<file path="config.mk">
export PLATFORM = sky130hd
export DESIGN_NAME = prog_ctr_flat
export DESIGN_NICKNAME = d
export VERILOG_FILES = /design/src/rtl/prog_ctr_pkg.sv /design/src/rtl/prog_ctr_if.sv /design/src/rtl/prog_ctr_cycle_ctr.sv /design/src/rtl/prog_ctr.sv /design/src/flat_wrapper.sv
export SDC_FILE = /design/constraint.sdc
export NUM_CORES = 1
export LEC_CHECK = 0
export BUFFER_PORTS_ARGS = -buffer_cell sky130_fd_sc_hd__buf_2
export CAP_MARGIN = 20
export CORE_AREA = 3 3 56 58
export DETAILED_ROUTE_END_ITERATION = 10
export DIE_AREA = 0 0 59 61
export HOLD_SLACK_MARGIN = 0.03
export PLACE_DENSITY = 0.56
export SYNTH_ARGS = -nofsm -noshare
export SYNTH_HDL_FRONTEND = slang
export SYNTH_HIERARCHICAL = 1
export SYNTH_SLANG_ARGS = --single-unit
</file>
<file path="constraint.sdc">
create_clock -name Clk -period 2.8 [get_ports Clk]
set_clock_uncertainty 0.05 [all_clocks]
set_input_delay 0 -clock Clk [delete_from_list [all_inputs] [get_ports Clk]]
set_output_delay 0 -clock Clk [all_outputs]
set_load 0.02 [all_outputs]
</file>
<file path="src/rtl/prog_ctr_pkg.sv">
// prog_pkg: shared types and constants for the program-counter / run-control stage.
package prog_pkg;

    // Run-control states.
    typedef enum logic [1:0] {
        IDLE = 2'd0,
        RUN  = 2'd1,
        DONE = 2'd2
    } pc_state_t;

    // Default PC width.
    localparam int PC_W_DEF = 8;

    // Highest instruction address at the default width; incrementing past it is a fault.
    localparam logic [PC_W_DEF-1:0] PC_MAX = {PC_W_DEF{1'b1}};

endpackage

</file>
<file path="src/rtl/prog_ctr_if.sv">
// prog_ctr_if: run-control and PC signals between the core and prog_ctr.
// The CycleCount output exists only when CYCLE_CTR_EN is defined.
interface prog_ctr_if #(
    parameter int PC_W = 8
) ();
    logic            Start;
    logic            Stall;
    logic            Halt;
    logic            BranchTaken;
    logic [PC_W-1:0] Target;
    logic [PC_W-1:0] PC;
    logic            Running;
    logic            Done;
    logic            Fault;
`ifdef CYCLE_CTR_EN
    logic [15:0]     CycleCount;
`endif

`ifdef CYCLE_CTR_EN
    modport master (
        output Start, Stall, Halt, BranchTaken, Target,
        input  PC, Running, Done, Fault, CycleCount
    );
    modport slave (
        input  Start, Stall, Halt, BranchTaken, Target,
        output PC, Running, Done, Fault, CycleCount
    );
`else
    modport master (
        output Start, Stall, Halt, BranchTaken, Target,
        input  PC, Running, Done, Fault
    );
    modport slave (
        input  Start, Stall, Halt, BranchTaken, Target,
        output PC, Running, Done, Fault
    );
`endif
endinterface

</file>
<file path="src/rtl/prog_ctr_cycle_ctr.sv">
// cycle_ctr: saturating 16-bit counter with synchronous clear and enable.
// Only compiled when CYCLE_CTR_EN is defined.
`ifdef CYCLE_CTR_EN
module cycle_ctr (
    input  logic        Clk,
    input  logic        Reset,
    input  logic        i_clr,
    input  logic        i_en,
    output logic [15:0] o_count
);
    logic [15:0] r_count;

    // Count enabled cycles; clear has priority, and the count sticks at all-ones.
    always_ff @(posedge Clk or negedge Reset) begin
        if (!Reset) begin
            r_count <= 16'h0000;
        end else if (i_clr) begin
            r_count <= 16'h0000;
        end else if (i_en && (r_count != 16'hFFFF)) begin
            r_count <= r_count + 16'h0001;
        end else begin
            r_count <= r_count;
        end
    end

    assign o_count = r_count;
endmodule
`endif

</file>
<file path="src/rtl/prog_ctr.sv">
// prog_ctr: program counter and run-control FSM (IDLE -> RUN -> DONE).
// Optional feature: define CYCLE_CTR_EN to add a saturating RUN-cycle counter
// on bus.CycleCount.
module prog_ctr
    import prog_pkg::*;
#(
    parameter int              PC_W       = PC_W_DEF,
    parameter logic [PC_W-1:0] START_ADDR = '0
) (
    input  logic       Clk,
    input  logic       Reset,
    prog_ctr_if.slave  bus
);
    localparam logic [PC_W-1:0] L_PC_MAX = {PC_W{1'b1}};
    localparam logic [PC_W-1:0] L_PC_ONE = {{(PC_W-1){1'b0}}, 1'b1};

    pc_state_t       r_state;
    logic [PC_W-1:0] r_pc;
    logic            r_fault;
    logic            r_running;
    logic            r_done;

    pc_state_t       w_state_nxt;
    logic [PC_W-1:0] w_pc_nxt;
    logic            w_fault_nxt;
    logic            w_ctr_clr;
    logic            w_ctr_en;

    // Next-state / next-PC selection; RUN follows Start > Stall > Halt > Branch > increment.
    always_comb begin
        w_state_nxt = r_state;
        w_pc_nxt    = r_pc;
        w_fault_nxt = r_fault;
        w_ctr_clr   = 1'b0;
        w_ctr_en    = 1'b0;
        case (r_state)
            IDLE: begin
                if (bus.Start) begin
                    w_state_nxt = RUN;
                    w_pc_nxt    = START_ADDR;
                    w_fault_nxt = 1'b0;
                    w_ctr_clr   = 1'b1;
                end else begin
                    w_pc_nxt    = START_ADDR;
                end
            end
            RUN: begin
                // Every RUN cycle counts, stalled ones included.
                w_ctr_en = 1'b1;
                if (bus.Start) begin
                    w_pc_nxt  = START_ADDR;
                    w_ctr_clr = 1'b1;
                end else if (bus.Stall) begin
                    w_pc_nxt = r_pc;
                end else if (bus.Halt) begin
                    w_state_nxt = DONE;
                end else if (bus.BranchTaken) begin
                    // Absolute target; a branch from the top address is legal.
                    w_pc_nxt = bus.Target;
                end else if (r_pc == L_PC_MAX) begin
                    // Falling off the end of memory: stop rather than wrap to 0.
                    w_fault_nxt = 1'b1;
                    w_state_nxt = DONE;
                end else begin
                    w_pc_nxt = r_pc + L_PC_ONE;
                end
            end
            DONE: begin
                if (bus.Start) begin
                    w_state_nxt = RUN;
                    w_pc_nxt    = START_ADDR;
                    w_fault_nxt = 1'b0;
                    w_ctr_clr   = 1'b1;
                end else begin
                    w_pc_nxt = r_pc;
                end
            end
            default: begin
                w_state_nxt = IDLE;
                w_pc_nxt    = START_ADDR;
                w_fault_nxt = 1'b0;
            end
        endcase
    end

    // State, PC and status flags; Running/Done are registered decodes of the next state.
    always_ff @(posedge Clk or negedge Reset) begin
        if (!Reset) begin
            r_state   <= IDLE;
            r_pc      <= START_ADDR;
            r_fault   <= 1'b0;
            r_running <= 1'b0;
            r_done    <= 1'b0;
        end else begin
            r_state   <= w_state_nxt;
            r_pc      <= w_pc_nxt;
            r_fault   <= w_fault_nxt;
            r_running <= (w_state_nxt == RUN);
            r_done    <= (w_state_nxt == DONE);
        end
    end

    assign bus.PC      = r_pc;
    assign bus.Running = r_running;
    assign bus.Done    = r_done;
    assign bus.Fault   = r_fault;

`ifdef CYCLE_CTR_EN
    logic [15:0] w_cycle_count;

    cycle_ctr u_cycle_ctr (
        .Clk     (Clk),
        .Reset   (Reset),
        .i_clr   (w_ctr_clr),
        .i_en    (w_ctr_en),
        .o_count (w_cycle_count)
    );

    assign bus.CycleCount = w_cycle_count;
`else
    logic w_unused_ctr;
    assign w_unused_ctr = ^{w_ctr_clr, w_ctr_en};
`endif
endmodule

</file>
<file path="src/flat_wrapper.sv">
// flat-port wrapper written by rule: the top's interface ports become plain ports
module prog_ctr_flat import prog_pkg::*;
#(
    parameter int              PC_W       = PC_W_DEF,
    parameter logic [PC_W-1:0] START_ADDR = '0
)
  (Clk, Reset, bus_Start, bus_Stall, bus_Halt, bus_BranchTaken, bus_Target, bus_PC, bus_Running, bus_Done, bus_Fault);
  prog_ctr_if #(.PC_W(PC_W)) bus_i ();
  input  logic Clk;
  input  logic Reset;
  input wire logic [$bits(bus_i.Start)-1:0] bus_Start;
  input wire logic [$bits(bus_i.Stall)-1:0] bus_Stall;
  input wire logic [$bits(bus_i.Halt)-1:0] bus_Halt;
  input wire logic [$bits(bus_i.BranchTaken)-1:0] bus_BranchTaken;
  input wire logic [$bits(bus_i.Target)-1:0] bus_Target;
  output wire logic [$bits(bus_i.PC)-1:0] bus_PC;
  output wire logic [$bits(bus_i.Running)-1:0] bus_Running;
  output wire logic [$bits(bus_i.Done)-1:0] bus_Done;
  output wire logic [$bits(bus_i.Fault)-1:0] bus_Fault;
  assign bus_i.Start = bus_Start;
  assign bus_i.Stall = bus_Stall;
  assign bus_i.Halt = bus_Halt;
  assign bus_i.BranchTaken = bus_BranchTaken;
  assign bus_i.Target = bus_Target;
  assign bus_PC = bus_i.PC;
  assign bus_Running = bus_i.Running;
  assign bus_Done = bus_i.Done;
  assign bus_Fault = bus_i.Fault;
  prog_ctr #(.PC_W(PC_W), .START_ADDR(START_ADDR)) u_core (.Clk(Clk), .Reset(Reset), .bus(bus_i));
endmodule
</file>
==> results.md <==
* Fill count at 282
* Hold depth at 3
* Final Slew Violations at 0
* Area growth from synthesis to layout at 32.9%
* TritonCTS clock tree: done
* Min Tclk post-route at 2.28 ns
* Vias at 815
* Routed WL at 2160 um
* Post-Synthesis Cell Area at 810 sq um
* Synth area leader: dfrtp_1
* Distinct cells, synth at 38
* Die span in y at 61 um
* HP Class: in -> reg
* Synth Warn # at 6
* Final net count at 134
* Post-DP HPWL at 1530 um
* Met3 usage at 1.91%
* N_diodes at 0
* Largest net degree at the start of global routing at 14
* # DRC at 0
* CORE AREA at 2710 sq um
* Total track usage at 13.2%
* Ys flop type: dfrtp_1
* # setup viols final at 0
* Largest cells by area after synthesis: dfrtp_1, o2bb2ai_1, nand3_1
* Yosys reg bits at 13
* Rows at 19
* Most instantiated cells after synthesis: dfrtp_1, nand3_1, a21oi_1
* Most frequent cell after synthesis: dfrtp_1
* Worst R2R Start: u_core/bus.PC[0]
* Global-route layer with the greatest usage: met2
* DR iter-0 viols at 35
* Pwr dens at 405 nW/um^2
* # resized after CTS at 0
* Setup CP Type: reg -> reg
* End of the worst hold path: u_core/bus.PC[2]
* CTS Hold Bufs at 10
* Met1 Use GR at 16.5%
* Post CTS Setup Buffer Count at 0
* Clk buf depth at 2
* Post-synth ARST share at 100%
* Crit end category: flip-flop
* Placed Instance Area at 950 sq um
* Slew HR at 66.1%
* Required time of the critical path at 2.96 ns
* Die area at 3600 sq um
* Cells after synthesis at 84
* Met2 usage at 22.7%
* Reg2reg setup slack at 0.52 ns
* Final Non-Filler Cells at 149
* Number of flops mapped to enable cells by yosys at 0
* First-pass GRT wire length at 3590 um
* Inserted Clock Buffers at 3
* Peak Freq at 438 MHz
* DRT Pass-1 Iters at 4
* Clock sink count at 13
* GR Overflow Total at 0
* DRT antenna net count at 0
* Final hold vios at 0
* Top cell type's share of synthesized area at 40.2%
* Reg-to-reg endpoint: u_core/r_state[1]
* Avg Cell Area, Syn at 9.64 sq um
* Cell area after layout at 1080 sq um
* Hold_sp: bus_BranchTaken
* Final GP Congestion at 0.767
* Die W at 59 um
* Drt wl/cell at 14.5 um
* Num ports at 25
* Max FO, Critical Path at 5
* Clock transition at the registers of the reported paths at 0.08 ns
* Post-placement cell count at 135
* Max Cap Viol at 0
* Max IR drop VDD at 0.246 mV
* Crit share post-route at 81.6%
* Crit path arrival time at 2.45 ns
* Max H-tree Level at 1
* RSZ-0062 raised after global routing: false
* Mapped Nets at 99
* Antenna violations before repair at 0
* Final TNS setup at 0 ns
* Share of layout cells above drive strength 1 at 27.1%
* Pleak at 0.491 nW
* Final hold slack at 0.0592 ns
* Status: completed
* Port bufs at 24
* R2R depth at 6
* Worst-Margin Slew at 0.509 ns
* Starting density of the core at 29.9%
* Sequential area share after synthesis at 40.2%
* Worst-skew pair later-pin latency at 0.27 ns
* Crit start category: flip-flop
* Via count of the first global-routing pass at 788
* Root Buffer: clkbuf_4
* Vias per cell at 5.47
[where the power goes]
group,internal [mW],total [mW],switching (mW)
Combinational,0.0472,0.106,0.0584
Clock,0.0552,0.115,0.0600
Sequential,0.199,0.215,0.0160
[flip-flops by register name (all words and copies together), names as in the netlist]
register,count
u_core/bus.Fault,1
u_core/r_state,2
u_core/bus.Done,1
u_core/bus.PC,8
u_core/bus.Running,1
[cell usage in the layout (no fill, tap or decap), types with 2 or more instances in the layout]
cell type      netlist  layout
nor3_1               2       2
xnor2_1              2       2
nand3_1              8       8
a21oi_1              6       6
a211o_1              2       2
o31ai_1              3       3
inv_1                4       4
nand2b_1             2       2
dfrtp_1             13      13
o21ai_0              2       2
clkbuf_4             0       3
a22oi_1              2       2
o2bb2ai_1            5       5
dlygate4sd3_1        0      10
buf_2                1      24
or3_1                2       2
nand2_1              4       4
mux2i_1              3       3
[critical path: stages, from the launching register on]
cell           delay, ns
dfrtp_1             0.42
ha_1                0.25
and4b_1             0.29
a21oi_1             0.12
or3_1               0.38
a21oi_1             0.15
dlygate4sd3_1       0.56
[per-stage QoR]
step / power, mW / setup slack (ns) / utilization [%]
floorplan: 0.278 / 0.681 / -
global placement: 0.312 / 0.672 / 35.0
detailed placement: 0.312 / 0.607 / 35.0
CTS: 0.440 / 0.536 / 39.7
global route: 0.462 / 0.389 / 39.7
finish: 0.436 / 0.515 / 39.7
[how the worst max path moves through the flow]
| stage | start | endpoint | slack (ns) | depth (start not counted) |
|---|---|---|---|---|
| after floorplan | u_core/bus.PC[0] | u_core/bus.PC[7] | 0.68 | 6 |
| after global placement | u_core/bus.PC[0] | u_core/bus.PC[7] | 0.67 | 5 |
| after detailed placement | u_core/bus.PC[0] | u_core/bus.PC[7] | 0.61 | 5 |
| after CTS | u_core/bus.PC[0] | u_core/r_state[1] | 0.54 | 6 |
| after global routing | u_core/bus.PC[0] | u_core/r_state[1] | 0.39 | 6 |
| final | u_core/bus.PC[0] | u_core/r_state[1] | 0.52 | 6 |
[final cells by class]
class / instances / area (sq um) / area share [%]
multi-input cells: 63 / 450 / 41.9
inverters: 4 / 15.0 / 1.40
repair buffers: 34 / 220 / 20.5
flip-flops and latches: 13 / 325 / 30.2
well taps: 31 / 38.8 / 3.60
clock buffers: 4 / 26.3 / 2.44
[per-layer routing]
layer	wire length [um]	vias to the layer above
met3	70	2
li1	-	396
met1	982	397
met4	21	0
met2	1090	20
met5	0	-
[logic make-up after synthesis]
family	after synthesis	share of synthesized area, %
XOR/XNOR	2	2.16
flip-flops	13	40.2
adder cells (fa/ha/maj)	1	1.55
buffers and inverters	8	4.17
AO/OA/AOI/OAI	28	26.3
multiplexers	4	5.10
AND/OR/NAND/NOR	28	20.6
Power figures use the tool's default switching activity.
